===== config.mk =====
export PLATFORM = sky130hd
export DESIGN_NAME = dir_input_ctrl_flat
export DESIGN_NICKNAME = d
export VERILOG_FILES = /design/src/rtl/dir_input_ctrl_if.sv /design/src/rtl/dir_input_ctrl.sv /design/src/flat_wrapper.sv
export SDC_FILE = /design/constraint.sdc
export NUM_CORES = 1
export LEC_CHECK = 0
export ABC_AREA = 1
export BUFFER_PORTS_ARGS = -buffer_cell sky130_fd_sc_hd__buf_2
export CAP_MARGIN = 10
export CORE_ASPECT_RATIO = 1.4
export CORE_MARGIN = 1.5
export CORE_UTILIZATION = 44
export CTS_CLUSTER_SIZE = 25
export DETAILED_ROUTE_END_ITERATION = 10
export HOLD_SLACK_MARGIN = 0.06
export PLACE_DENSITY_LB_ADDON = 0.12
export SLEW_MARGIN = 20
export SYNTH_ARGS = -nofsm -noshare
export SYNTH_HDL_FRONTEND = slang
export SYNTH_SLANG_ARGS = --single-unit

===== constraint.sdc =====
create_clock -name clk_i -period 1.9 [get_ports clk_i]
set_input_delay 0.38 -clock clk_i [delete_from_list [all_inputs] [get_ports clk_i]]
set_output_delay 0.38 -clock clk_i [all_outputs]
set_load 0.02 [all_outputs]

===== src/rtl/dir_input_ctrl_if.sv =====
// Signal bundle between the debounced buttons / maze logic and the
// direction input controller.
interface dir_input_ctrl_if;
    logic       btn_up_i;
    logic       btn_down_i;
    logic       btn_left_i;
    logic       btn_right_i;
    logic       move_tick_i;
    logic [3:0] can_move_i;
    logic [1:0] dir_o;
    logic       moving_o;
    logic       pending_valid_o;
    logic [1:0] pending_dir_o;
    logic       dir_changed_o;
    logic       press_o;

    // Environment side: drives buttons, tick and open-direction mask.
    modport master (
        output btn_up_i, btn_down_i, btn_left_i, btn_right_i,
        output move_tick_i, can_move_i,
        input  dir_o, moving_o, pending_valid_o, pending_dir_o,
        input  dir_changed_o, press_o
    );

    // Controller side.
    modport slave (
        input  btn_up_i, btn_down_i, btn_left_i, btn_right_i,
        input  move_tick_i, can_move_i,
        output dir_o, moving_o, pending_valid_o, pending_dir_o,
        output dir_changed_o, press_o
    );
endinterface


===== src/rtl/dir_input_ctrl.sv =====
// Direction input controller: turns debounced button levels into press
// events, buffers the latest press as a pending turn with a tick-based
// expiry timer, and commits it on a move tick when the maze allows it.
//
// Pending FSM
//   state   | meaning
//   NONE    | no buffered turn
//   ARMED   | buffered turn waiting for an open tile, hold timer running
// Motion FSM
//   state   | meaning
//   STOPPED | Pacman parked (against a wall or after reset)
//   MOVING  | Pacman advancing along dir_o on every move tick
module dir_input_ctrl #(
    parameter int unsigned HOLD_TICKS = 8
) (
    input  logic             clk_i,
    input  logic             reset,
    dir_input_ctrl_if.slave  bus
);
    localparam logic [0:0] NONE    = 1'b0;
    localparam logic [0:0] ARMED   = 1'b1;
    localparam logic [0:0] STOPPED = 1'b0;
    localparam logic [0:0] MOVING  = 1'b1;
    localparam logic [1:0] DIR_LEFT = 2'b10;
    localparam logic [7:0] HOLD_LOAD = 8'(HOLD_TICKS);

    logic [3:0] btn, prev_q, rise;
    logic       press_any;
    logic [1:0] press_dir;

    logic [0:0] pend_state_q, pend_state_d;
    logic [1:0] pend_dir_q, pend_dir_d;
    logic [7:0] hold_q, hold_d;
    logic [0:0] motion_q, motion_d;
    logic [1:0] dir_q, dir_d;
    logic       chg_q, chg_d;
    logic       press_q;

    logic       eff_valid;
    logic [1:0] eff_dir;
    logic [7:0] eff_cnt;
    logic       commit;

    // Bit index equals the direction code (0 up, 1 down, 2 left, 3 right).
    assign btn  = {bus.btn_right_i, bus.btn_left_i, bus.btn_down_i, bus.btn_up_i};
    assign rise = btn & ~prev_q;
    assign press_any = |rise;

    // Priority pick among simultaneous rises: up > down > left > right.
    always_comb begin
        press_dir = 2'b00;
        if (rise[0])      press_dir = 2'b00;
        else if (rise[1]) press_dir = 2'b01;
        else if (rise[2]) press_dir = 2'b10;
        else if (rise[3]) press_dir = 2'b11;
    end

    // A press in this cycle takes precedence over the stored pending turn.
    assign eff_valid = press_any | (pend_state_q == ARMED);
    assign eff_dir   = press_any ? press_dir : pend_dir_q;
    assign eff_cnt   = press_any ? HOLD_LOAD : hold_q;
    assign commit    = bus.move_tick_i & eff_valid & bus.can_move_i[eff_dir];

    // Next-state logic for both FSMs and the hold timer.
    always_comb begin
        pend_state_d = pend_state_q;
        pend_dir_d   = pend_dir_q;
        hold_d       = hold_q;
        motion_d     = motion_q;
        dir_d        = dir_q;
        chg_d        = 1'b0;

        if (press_any) begin
            pend_state_d = ARMED;
            pend_dir_d   = press_dir;
            hold_d       = HOLD_LOAD;
        end

        if (bus.move_tick_i) begin
            if (commit) begin
                pend_state_d = NONE;
                hold_d       = 8'd0;
                dir_d        = eff_dir;
                motion_d     = MOVING;
                chg_d        = (eff_dir != dir_q) || (motion_q == STOPPED);
            end else begin
                if (eff_valid) begin
                    // Terminal count: the tick that takes the timer to zero expires the turn.
                    if (eff_cnt <= 8'd1) begin
                        pend_state_d = NONE;
                        hold_d       = 8'd0;
                    end else begin
                        hold_d = eff_cnt - 8'd1;
                    end
                end
                if (!bus.can_move_i[dir_q]) begin
                    motion_d = STOPPED;
                end else begin
                    motion_d = MOVING;
                    chg_d    = (motion_q == STOPPED);
                end
            end
        end
    end

    // State registers with synchronous reset overriding any same-cycle activity.
    always_ff @(posedge clk_i) begin
        if (reset) begin
            prev_q       <= 4'b0000;
            pend_state_q <= NONE;
            pend_dir_q   <= 2'b00;
            hold_q       <= 8'd0;
            motion_q     <= STOPPED;
            dir_q        <= DIR_LEFT;
            chg_q        <= 1'b0;
            press_q      <= 1'b0;
        end else begin
            prev_q       <= btn;
            pend_state_q <= pend_state_d;
            pend_dir_q   <= pend_dir_d;
            hold_q       <= hold_d;
            motion_q     <= motion_d;
            dir_q        <= dir_d;
            chg_q        <= chg_d;
            press_q      <= press_any;
        end
    end

    assign bus.dir_o           = dir_q;
    assign bus.moving_o        = (motion_q == MOVING);
    assign bus.pending_valid_o = (pend_state_q == ARMED);
    assign bus.pending_dir_o   = pend_dir_q;
    assign bus.dir_changed_o   = chg_q;
    assign bus.press_o         = press_q;
endmodule


===== src/flat_wrapper.sv =====
// flat-port wrapper written by rule: the top's interface ports become plain ports
module dir_input_ctrl_flat 
#(
    parameter int unsigned HOLD_TICKS = 8
)
  (clk_i, reset, bus_btn_up_i, bus_btn_down_i, bus_btn_left_i, bus_btn_right_i, bus_move_tick_i, bus_can_move_i, bus_dir_o, bus_moving_o, bus_pending_valid_o, bus_pending_dir_o, bus_dir_changed_o, bus_press_o);
  dir_input_ctrl_if bus_i ();
  input  logic clk_i;
  input  logic reset;
  input wire logic [$bits(bus_i.btn_up_i)-1:0] bus_btn_up_i;
  input wire logic [$bits(bus_i.btn_down_i)-1:0] bus_btn_down_i;
  input wire logic [$bits(bus_i.btn_left_i)-1:0] bus_btn_left_i;
  input wire logic [$bits(bus_i.btn_right_i)-1:0] bus_btn_right_i;
  input wire logic [$bits(bus_i.move_tick_i)-1:0] bus_move_tick_i;
  input wire logic [$bits(bus_i.can_move_i)-1:0] bus_can_move_i;
  output wire logic [$bits(bus_i.dir_o)-1:0] bus_dir_o;
  output wire logic [$bits(bus_i.moving_o)-1:0] bus_moving_o;
  output wire logic [$bits(bus_i.pending_valid_o)-1:0] bus_pending_valid_o;
  output wire logic [$bits(bus_i.pending_dir_o)-1:0] bus_pending_dir_o;
  output wire logic [$bits(bus_i.dir_changed_o)-1:0] bus_dir_changed_o;
  output wire logic [$bits(bus_i.press_o)-1:0] bus_press_o;
  assign bus_i.btn_up_i = bus_btn_up_i;
  assign bus_i.btn_down_i = bus_btn_down_i;
  assign bus_i.btn_left_i = bus_btn_left_i;
  assign bus_i.btn_right_i = bus_btn_right_i;
  assign bus_i.move_tick_i = bus_move_tick_i;
  assign bus_i.can_move_i = bus_can_move_i;
  assign bus_dir_o = bus_i.dir_o;
  assign bus_moving_o = bus_i.moving_o;
  assign bus_pending_valid_o = bus_i.pending_valid_o;
  assign bus_pending_dir_o = bus_i.pending_dir_o;
  assign bus_dir_changed_o = bus_i.dir_changed_o;
  assign bus_press_o = bus_i.press_o;
  dir_input_ctrl #(.HOLD_TICKS(HOLD_TICKS)) u_core (.clk_i(clk_i), .reset(reset), .bus(bus_i));
endmodule

# == Word level (Yosys, flattened, before mapping) ==
# Cells that the tools add are included.
# Widths: inputs -> output; s select.
# word_totals
register_bits,20
input_bits,11
output_inout_bits,8
elab_cells,47
# op_classes
addsub,1
order_cmp,3
eq_ne,1
mux,23
n_bitwise,7
reduce_logical,4
# op_table
cell,n
$mux 8,5
$mux 1,11
$mux 2,5
$le 8x1->1 const B,1
$sub 8x1->8 const B,1
$lt 2x3->1 const B,2
$and 4x4->4,1
$bmux 1 s2,2
$not 4->4,1
$reduce_or 4->1,1
$and 1x1->1,2
$ne 2x2->1,1
$not 1->1,2
$reduce_and 2->1,1
$reduce_or 2->1,1
$logic_or 1x1->1,1
$or 1x1->1,1

# == Logic depth before layout (Yosys ltp) ==
# Gate-level depths: netlist of the first run.
# depth
word_depth,12
mapped_depth,14
depth_no_buf,14

# == Worst setup path after synthesis of the first run ==
# Ideal clock, no wire load.
# synth_path
path_kind,input-to-reg
start,input bus_btn_right_i
end,register u_core.hold_q[0]
setup_time_ns,0.133
t_arrival_ns,1.326
required_ns,1.767
slack_ns,0.441
cell_stages,12
n_path_buf,0
cell_sequence,nand2_1 -> nand2_4 -> nor2_8 -> nand2_4 -> nand2_4 -> nand2_1 -> nand3_2 -> nand3_4 -> nand2_2 -> clkinv_1 -> nand2_1 -> a21oi_2
# synth_via
elab_chain_len,11
elab_cells_between_ends,19
classes_between,1 x add/sub; 1 x order compare; 12 x mux; 4 x bitwise; 1 x reduce/logical
# synth_rtl
item,line,text
"start, declared",flat_wrapper.sv:13,input wire logic [$bits(bus_i.btn_right_i)-1:0] bus_btn_right_i;
$and 4x4->4 *,dir_input_ctrl.sv:46,assign rise = btn & ~prev_q;
branches (longest 9 deep; another with $sub 8x1->8),n/a,
$mux 8 *,dir_input_ctrl.sv:79,if (bus.move_tick_i) begin
"end signal, assigned",dir_input_ctrl.sv:121,hold_q <= hold_d;
"end, declared",dir_input_ctrl.sv:33,"logic [7:0] hold_q, hold_d;"
# Mark *: on every way between the ends. The select of a mux whose other input is x is not followed.
# A chain may end at the register's enable or synchronous reset.

# == Worst setup path after layout of the first run ==
# layout_path
start,register u_core.prev_q[1]
end,register u_core.hold_q[0]
# layout_via
elab_chain_len,10
elab_cells_between_ends,18
classes_between,1 x add/sub; 1 x order compare; 10 x mux; 5 x bitwise; 1 x reduce/logical
# layout_rtl
item,line,text
"start, declared",dir_input_ctrl.sv:27,"logic [3:0] btn, prev_q, rise;"
"start signal, assigned",dir_input_ctrl.sv:118,prev_q <= btn;
$not 4->4 *,dir_input_ctrl.sv:46,
$and 4x4->4 *,dir_input_ctrl.sv:46,
branches (longest 7 deep; another with $sub 8x1->8),n/a,
$mux 8 *,dir_input_ctrl.sv:79,
# Marks and branches as above.

==> qor.yml, run 1 <==
gp_congestion: 0.996
avgSynthCellArea_um2: 7.28
start_util_pct: 46.5
crit_fanout: 11
pwr-share-seq_pct: 43.4
rsz0062_at_grt: "no"
status: "finished clean"
required_ns: 2.10
synth_area_um2: 1230
postCtsSetupBuffers: 0
ctsHoldBuffers: 0
p_sw_uw: 336
post_cts_resized: 0
yosysSeqAreaShare_pct: 32.6
cts_max_level: 1
antenna_found_initial: 0
grt_max_degree: 14
cts_root_buf: "clkbuf_4"
power.internal_uw: 758
peakVddDrop_v: 0.000365
grt_overflow_total: 0
slew_viol_final: 0
clock-skew-final_ns: 0.0171
clock_path_buffers: 2
yosys_register_bits: 20
hold_viol: 0
drtIter0Drc: 17
cts.clk_slew.worst_paths_ns: 0.12
fp.dieW_um: 47.7
critPathKind: "reg2reg"
nets: 202
total_leakage_power_uw: 0.000729
clk-insertion-delay-late_ns: 0.32
endpoint_kind: "flop"
coreArea_um2: 2640
hp-class: "in2reg"
first_global_vias: 1011
wl_um: 2510
min_period_ns: 1.66
start_kind: "flop"
grtUsageTotal_pct: 18.7
rows: 22
hpwl_um: 2000
setup_violations: 0
reg2reg_from: "u_core.prev_q[1]"
diodes: 0
hold_slack_ns: 0.283
synthCells: 169
crit_start: "u_core.prev_q[1]"
ant_nets: 0
p_per_area_nw_per_um2: 774
tns_ns: 0
vias: 1092
cap_violations: 0
yosys_warnings: 0
clock-sinks: 20
dieArea_um2: 3130
drt-pass1-iter-count: 5
die_y_um: 65.6
nFillCells: 274
synth_cell_types: 31
worstHoldStart: "bus_btn_right_i"
wire_per_inst_um: 11.1
cts_buffers: 3
drive_above_1_share_pct: 30.0
slew_headroom_pct: 73.5
ios: 19
clockPowerShare_pct: 32.1
postSynthNetCount: 180
fmax_ghz: 0.603
routed_via_density: 4.83
grt_pass1_wl_um: 4160
port_buffers: 18
period_share_pct: 87.2
synthToLayoutAreaGrowth_pct: 15.0
drc: 0
pwr-share-comb_pct: 24.5
switching_share_pct: 30.7
worstMarginPinSlew_ns: 0.393
critPathArrivalTime_ns: 1.85
cts_tree: "yes"
-- kinds of logic after synthesis --
kind of cell / count (synthesis) / synth area share (%)
AND/OR/NAND/NOR: 92 / 41.9
buffers and inverters: 31 / 10.3
AO/OA/AOI/OAI: 21 / 11.7
flip-flops: 20 / 32.6
XOR/XNOR: 5 / 3.56
-- Yosys cell counts (all sizes together) --
cell | number | area, um^2
nand3 | 11 | 82.6
o211ai | 1 | 7.51
a21oi | 5 | 40.0
o31ai | 1 | 7.51
inv | 27 | 104
nand2 | 48 | 250
buf | 3 | 18.8
o21ai | 11 | 62.6
dfxtp | 20 | 400
xnor2 | 1 | 8.76
nand4 | 3 | 18.8
o21a | 1 | 7.51
a211oi | 1 | 7.51
xor2 | 4 | 35.0
clkinv | 1 | 3.75
nor3 | 1 | 5.00
a21boi | 1 | 11.3
nor2 | 29 | 159
-- metrics by stage --
step | power, uW | setup slack (ns) | std cells | cell area (um^2) | util [%]
after global routing | 1160 | 0.0637 | 226 | 1410 | 53.5
after floorplan | 687 | 0.441 | 169 | 1230 | -
final | 1090 | 0.242 | 226 | 1410 | 53.5
after CTS | 1110 | 0.218 | 226 | 1410 | 53.5
after global placement | 749 | 0.134 | 222 | 1360 | 51.5
after detailed placement | 753 | 0.114 | 222 | 1360 | 51.5
-- routing by layer --
layer	share of wire, %	global-route usage, %	up-vias
met1	43	21.4	490
met5	0	0	-
met4	2.5	9.80	0
met3	3.9	3.30	7
met2	50	31.2	30
li1	-	-	565
-- area by class of cell --
type | count | area (um^2) | area share, %
Clock inverter | 1 | 30.0 | 2.12
Multi-Input combinational cell | 118 | 703 | 49.7
Sequential cell | 20 | 400 | 28.3
Timing Repair Buffer | 20 | 105 | 7.43
Clock buffer | 3 | 22.5 | 1.59
Tap cell | 36 | 45.0 | 3.19
Inverter | 28 | 108 | 7.61
-- power by group through the flow --
stage / clock network [uW] / registers, uW / logic [uW]
finish: 351 / 475 / 268
floorplan: 0 / 500 / 187
CTS: 364 / 475 / 270
global placement: 0 / 483 / 266
detailed placement: 0 / 485 / 268
global route: 383 / 479 / 298
-- registers in the layout, summed over array words and instances, names as in the netlist --
name,flops
u_core.bus.moving_o,1
u_core.prev_q,4
u_core.bus.dir_o,2
u_core.bus.dir_changed_o,1
u_core.bus.press_o,1
u_core.bus.pending_dir_o,2
u_core.bus.pending_valid_o,1
u_core.hold_q,8
-- path summary, 6_finish.rpt --
check	endpoint	slack [ns]	depth (start not counted)
max	u_core.hold_q[0]	0.24	13
min	u_core.prev_q[3]	0.28	3
max reg2reg	u_core.hold_q[0]	0.24	13
min reg2reg	u_core.bus.moving_o	0.50	2
-- placed cells by master, fill, tap and decap left out, drive strengths merged --
cell / instances
xnor2: 1
inv: 27
nor2: 29
bufinv: 1
a21oi: 5
a211oi: 1
dfxtp: 20
nor3: 1
nand2: 48
clkbuf: 3
clkinv: 1
buf: 20
nand3: 11
o21a: 1
xor2: 4
o21ai: 11
o211ai: 1
nand4: 3
o31ai: 1
a21boi: 1
-- critical path: stages, from the launching register on --
cell and delay [ns]:
dfxtp_1 0.34, inv_1 0.06, nand2_4 0.07, nand2_4 0.07
nor2_8 0.20, nand2_4 0.09, nand2_4 0.08, nand2_1 0.07
nand3_2 0.11, nand3_4 0.13, nand2_2 0.10, clkinv_1 0.09
nand2_1 0.09, a21oi_2 0.05
No activity file was read; power rests on OpenSTA's default activity.
==> run 2, diff against run 1 <==
==> constraint.sdc (replaced) <==
create_clock -name clk_i -period 1.9 [get_ports clk_i]
set_input_delay 0.19 -clock clk_i [delete_from_list [all_inputs] [get_ports clk_i]]
set_output_delay 0.19 -clock clk_i [all_outputs]
set_load 0.02 [all_outputs]
==> run 2 against run 1 <==
  * Count of clock-buffer cells in the layout is the same
  * Die area is the same
  * Total power shrank 0.32%
  * Utilization shrank 0.57 points
  * Register-to-register slack lost 0.03 ns
  * Worst hold slack lost 0.18 ns
  * Clock skew shrank 0.010 ns
  * Critical endpoint is now u_core.hold_q[2]
  * Largest power group unchanged
==> qor.yml, run 2 (synthesis gave the netlist of run 1 again) <==
vias: 1106  # +1.3%
seq_area_um2: 400  # unchanged
critPathKind: "reg2reg"
cts.clk_slew.worst_paths_ns: 0.12  # about the same
cts_buffers: 3  # unchanged
gp_congestion: 0.949  # -4.7%
hold_viol: 0  # unchanged
cts_root_buf: "clkbuf_4"
grtUsageTotal_pct: 19.2  # +0.49 points
crit_fanout: 16  # +5
min_period_ns: 1.69  # +0.0289 ns
total_leakage_power_uw: 0.000718  # -1.4%
largest_register_ffs: 8  # unchanged
required_ns: 2.10  # about the same
status: "finished clean"
ff2ff_setup_slack_ns: 0.21  # -0.03 ns
multiInputGateArea_um2: 703  # unchanged
cts_tree: "yes"
crit_start: "u_core.prev_q[0]"
grt_max_degree: 17  # +3
period_share_pct: 88.8  # +1.5 points
wire_per_inst_um: 11.6  # +4.6%
grt_pass1_wl_um: 4310  # +3.5%
fin_area_um2: 1400  # -1.1%
postCtsSetupBuffers: 0  # unchanged
ios: 19  # unchanged
fp.dieW_um: 47.7  # unchanged
reg.largest.list: "u_core.hold_q: 8 flops, u_core.prev_q: 4 flops"
reg2reg_from: "u_core.prev_q[0]"
drive_above_1_share_pct: 29.3  # -0.74 points
crit_top_cell: "nand2_4"
clock-sinks: 20  # unchanged
final_common_cell: "nand2_1"
drtIter0Drc: 36  # +19
cap_violations: 0  # unchanged
pwr-share-comb_pct: 24.5  # about the same
wl_um: 2600  # +3.6%
port_buffers: 18  # unchanged
tns_ns: 0  # unchanged
pwr-share-seq_pct: 43.5  # about the same
cpPeakStageDelay_ns: 0.34  # about the same
clock_path_buffers: 2  # unchanged
start_util_pct: 46.5  # unchanged
endpoint_kind: "flop"
post_cts_resized: 0  # unchanged
die_y_um: 65.6  # unchanged
cts_max_level: 1  # unchanged
rsz0062_at_grt: "no"
regMostFlops: "u_core.hold_q"
drt-pass1-iter-count: 4  # -1
first_global_vias: 1057  # +4.5%
ant_nets: 0  # unchanged
worst-path-buf-inv: 2  # unchanged
dieArea_um2: 3130  # unchanged
worstHoldStart: "bus_btn_right_i"
p_sw_uw: 336  # about the same
clockPowerShare_pct: 32.0  # about the same
nFillCells: 285  # +4.0%
hp-class: "in2reg"
crit_chain: "inv_1 -> nand2_2 -> nand2_4 -> nor2_8 -> nand2_4 -> nand2_4 -> nand2_1 -> nand3_2 -> nand3_4 -> nand2_2 -> clkinv_1 -> nand2_1 -> a21oi_2"
setup_violations: 0  # unchanged
antenna_found_initial: 0  # unchanged
clock-skew-final_ns: 0.00678  # -0.0103 ns
placed_area_um2: 1350  # -1.1%
mostFrequentLayoutCells: "nand2_1 (36), inv_1 (24), nor2_1 (22)"
peakVddDrop_v: 0.000563  # +54%
slew_headroom_pct: 68.0  # -5.6 points
grt_overflow_total: 0  # unchanged
clk-insertion-delay-late_ns: 0.30  # -0.02 ns
hpwl_um: 2030  # +1.3%
power.internal_uw: 755  # -0.46%
start_kind: "flop"
nets: 200  # -0.99%
critPathArrivalTime_ns: 1.89  # +0.04 ns
drc: 0  # unchanged
slew_viol_final: 0  # unchanged
synthToLayoutAreaGrowth_pct: 13.7
cp_slowest_cell: "dfxtp_1"
coreArea_um2: 2640  # unchanged
ctsHoldBuffers: 0  # unchanged
critPathTopFamily: "simple AND/OR/NAND/NOR gates"
routed_via_density: 4.94  # +2.2%
diodes: 0  # unchanged
rows: 22  # unchanged
fmax_ghz: 0.593  # -1.7%
switching_share_pct: 30.8  # +0.097 points
p_per_area_nw_per_um2: 780  # +0.75%
worstMarginPinSlew_ns: 0.476  # +0.0828 ns
[run 2: path summary, 6_finish.rpt]
| path | cells past startpoint | end |
|---|---|---|
| max | 13 | u_core.hold_q[2] |
| min | 3 | u_core.prev_q[3] |
| max reg2reg | 13 | u_core.hold_q[2] |
| min reg2reg | 2 | u_core.bus.moving_o |
[run 2: routing by layer]
metal,wire [um],GRT usage [%],share of wire (%),vias up
met1,1080,20.4,42,499
met2,1300,33.3,50,35
met5,0,0,0,-
li1,-,-,-,561
met4,95,10.5,3.7,0
met3,113,3.30,4.4,11
[run 2: stage by stage]
stage / utilization (%) / instances / power, uW / hold slack (ns) / setup WS, ns
floorplan: - / 169 / 687 / 0.268 / 0.488
global placement: 50.9 / 220 / 746 / 0.404 / 0.255
detailed placement: 50.9 / 220 / 750 / 0.427 / 0.243
CTS: 52.9 / 224 / 1110 / 0.0803 / 0.219
global route: 52.9 / 224 / 1150 / 0.0881 / 0.0740
finish: 52.9 / 224 / 1090 / 0.101 / 0.213
[run 2: power by group through the flow]
stage | combinational [uW] | sequential (uW) | clock, uW
floorplan | 187 | 500 | 0
global placement | 263 | 483 | 0
detailed placement | 266 | 484 | 0
CTS | 267 | 475 | 363
global route | 297 | 479 | 378
finish | 267 | 475 | 349
[run 2: area by class of cell]
type                    instances  share of cell area, %
clock inverters                 1                   2.15
inverters                      28                   7.69
clock buffers                   3                   1.61
flip-flops and latches         20                   28.6
well taps                      36                   3.22
multi-input cells             118                   50.3
repair buffers                 18                   6.44
[run 2: worst reg2reg max path, stage by stage (launching register included)]
cell and delay [ns]:
dfxtp_1 0.34, inv_1 0.05, nand2_2 0.08, nand2_4 0.08, nor2_8 0.24, nand2_4 0.09, nand2_4 0.08, nand2_1 0.06
nand3_2 0.10, nand3_4 0.13, nand2_2 0.10, clkinv_1 0.09, nand2_1 0.09, a21oi_2 0.05
==> run 3, diff against run 2 <==
--- a/config.mk
+++ b/config.mk
@@ -14,7 +14,7 @@
 export CTS_CLUSTER_SIZE = 25
 export DETAILED_ROUTE_END_ITERATION = 10
 export HOLD_SLACK_MARGIN = 0.06
-export PLACE_DENSITY_LB_ADDON = 0.12
+export PLACE_DENSITY = 0.72
 export SLEW_MARGIN = 20
 export SYNTH_ARGS = -nofsm -noshare
 export SYNTH_HDL_FRONTEND = slang
==> constraint.sdc (replaced) <==
create_clock -name clk_i -period 1.4 [get_ports clk_i]
set_input_delay 0.14 -clock clk_i [delete_from_list [all_inputs] [get_ports clk_i]]
set_output_delay 0.14 -clock clk_i [all_outputs]
set_load 0.02 [all_outputs]
==> run 3 against run 2 <==
  * The run now ends with setup timing left
  * Critical path type unchanged
  * Register-to-register slack worse by 0.38 ns
  * Clock power is 38% higher
  * Largest power group unchanged
  * Non-clock buffer count is 19 higher
  * Critical path depth is 1 lower
  * Sequential power is 36% higher
  * Highest routed layer unchanged
  * Setup slack worse by 0.38 ns
  * Routed wire length is 16% higher
  * Cell count is 8.5% higher
  * Combinational power is 78% higher
  * Global-route usage is 2.7 points higher
  * Design area is 19% higher
==> qor.yml, run 3 (synthesis gave the netlist of run 1 again) <==
critPathKind: "reg2reg"
slew_viol_final: 0  # unchanged
setup_violations: 13  # +13
grt_pass1_wl_um: 4950  # +15%
grt_max_degree: 14  # -3
fin_area_um2: 1660  # +19%
rsz0062_at_grt: "yes"
cts.clk_slew.worst_paths_ns: 0.12  # about the same
hpwl_um: 2250  # +11%
placed_area_um2: 1430  # +6.4%
r2r_end: "u_core.bus.dir_o[0]"
clock_path_buffers: 2  # unchanged
tns_ns: -1.52  # -1.52 ns
ant_nets: 0  # unchanged
port_buffers: 18  # unchanged
p_total_uw: 1600  # +47%
peakVddDrop_v: 0.000880  # +56%
rows: 22  # unchanged
coreArea_um2: 2640  # unchanged
ios: 19  # unchanged
reg2reg_from: "u_core.prev_q[2]"
nets: 219  # +9.5%
place_inst: 231  # +5.0%
antenna_found_initial: 0  # unchanged
critPathArrivalTime_ns: 1.77  # -0.12 ns
worstMarginPinSlew_ns: 0.394  # -0.0816 ns
largest_register_ffs: 8  # unchanged
start_util_pct: 46.5  # unchanged
min_to: "u_core.prev_q[1]"
final_cells: 243  # +8.5%
synthToLayoutAreaGrowth_pct: 35.1
clk-insertion-delay-late_ns: 0.31  # about the same
cts_buffers: 3  # unchanged
diodes: 0  # unchanged
drc: 0  # unchanged
wl_um: 3010  # +16%
drt-pass1-iter-count: 4  # unchanged
cts_tree: "yes"
die_y_um: 65.6  # unchanged
p_per_area_nw_per_um2: 965  # +24%
period_share_pct: 112  # +23 points
clock-skew-final_ns: 0.00417  # -0.00261 ns
worstHoldStart: "bus_btn_down_i"
clock-sinks: 20  # unchanged
min_path_cells: 3  # unchanged
routed_via_density: 4.97  # +0.60%
mostFrequentLayoutCells: "nand2_1 (31), inv_1 (23), nor2_1 (22)"
cts_max_level: 1  # unchanged
regMostFlops: "u_core.hold_q"
vias: 1207  # +9.1%
ff2ff_path_depth: 12  # -1
cap_violations: 0  # unchanged
ff2ff_setup_slack_ns: -0.17  # -0.38 ns
fmax_ghz: 0.638  # +7.5%
reg.largest.list: "u_core.hold_q: 8 flops, u_core.prev_q: 4 flops"
cts_root_buf: "clkbuf_4"
grtUsageTotal_pct: 21.9  # +2.7 points
slew_headroom_pct: 73.4  # +5.5 points
violations: "setup timing"
drive_above_1_share_pct: 42.0  # +13 points
final_common_cell: "nand2_1"
gp_congestion: 0.986  # +3.9%
fp.dieW_um: 47.7  # unchanged
total_leakage_power_uw: 0.000838  # +17%
hold_viol: 0  # unchanged
dieArea_um2: 3130  # unchanged
start_kind: "flop"
worst_slack_ns: -0.168  # -0.382 ns
crit_start: "u_core.prev_q[2]"
crit_fanout: 8  # -8
required_ns: 1.60  # -0.50 ns
grt_overflow_total: 0  # unchanged
hp-class: "in2reg"
endpoint_kind: "flop"
wire_per_inst_um: 12.4  # +7.0%
first_global_vias: 1225  # +16%
min_period_ns: 1.57  # -0.118 ns
final_core_util_pct: 62.9  # +9.9 points
status: "finished, violations left"
drtIter0Drc: 53  # +47%
==> run 3: cell count changes in the layout (fill, tap and decap cells not counted), sizes merged <==
cell	before	now
buf	18	34
dlygate4sd3	0	3
==> run 3: cell type report <==
class                   count  area [um^2]
fillers                   244          981
inverters                  28          113
flip-flops and latches     20          404
clock inverters             1         30.0
multi-input cells         118          807
clock buffers               3         22.5
well taps                  36         45.0
repair buffers             37          240
==> run 3: per-layer routing <==
metal	global-route usage (%)	routed length (um)	share of wire, %
met5	0	0	0
met2	36.2	1590	53
met3	3.30	82	2.7
met1	24.6	1210	40
met4	13.9	137	4.5
==> run 3: how the worst max path moves through the flow <==
stage	end	slack [ns]	cells after the start
floorplan	u_core.hold_q[6]	0.005	13
global placement	u_core.hold_q[0]	-0.12	13
detailed placement	u_core.hold_q[0]	-0.15	13
CTS	u_core.bus.dir_o[0]	-0.14	12
global route	u_core.bus.dir_o[0]	-0.29	11
finish	u_core.bus.dir_o[0]	-0.17	12
==> run 3: through the flow <==
stage          hold WS [ns]  worst slack, ns
2_1_floorplan         0.218          0.00506
3_3_place_gp          0.369           -0.115
3_5_place_dp          0.378           -0.150
4_1_cts              0.0671           -0.144
5_1_grt              0.0612           -0.294
6_report             0.0607           -0.168
==> run 3: power by group <==
part	total (uW)	internal, uW	switching [uW]	leakage (uW)
clock network	480	289	191	0.0000279
logic	476	191	286	0.000645
registers	648	611	36.2	0.000166
total	1600	1090	513	0.000838
==> run 3: critical path, stage by stage, from the launching register on <==
cell and delay (ns):
dfxtp_1 0.33, inv_1 0.04, nand2_2 0.07, nand2_4 0.08, nor2_8 0.18, nand2_4 0.09
nand2_4 0.08, nand2_2 0.06, nand3_4 0.08, nand3_4 0.14, buf_4 0.17, nor2_1 0.09
a211oi_1 0.05
==> run 3: what timing repair did <==
| item | CTS | global route |
|---|---|---|
| setup endpoints to repair | 13 | 13 |
| hold buffers | 3 | 0 |
| resized for setup | 12 | 13 |
| endpoints found under the hold margin | 3 | 0 |
| pin swaps | 1 | 2 |
| buffers inserted | 5 | 0 |
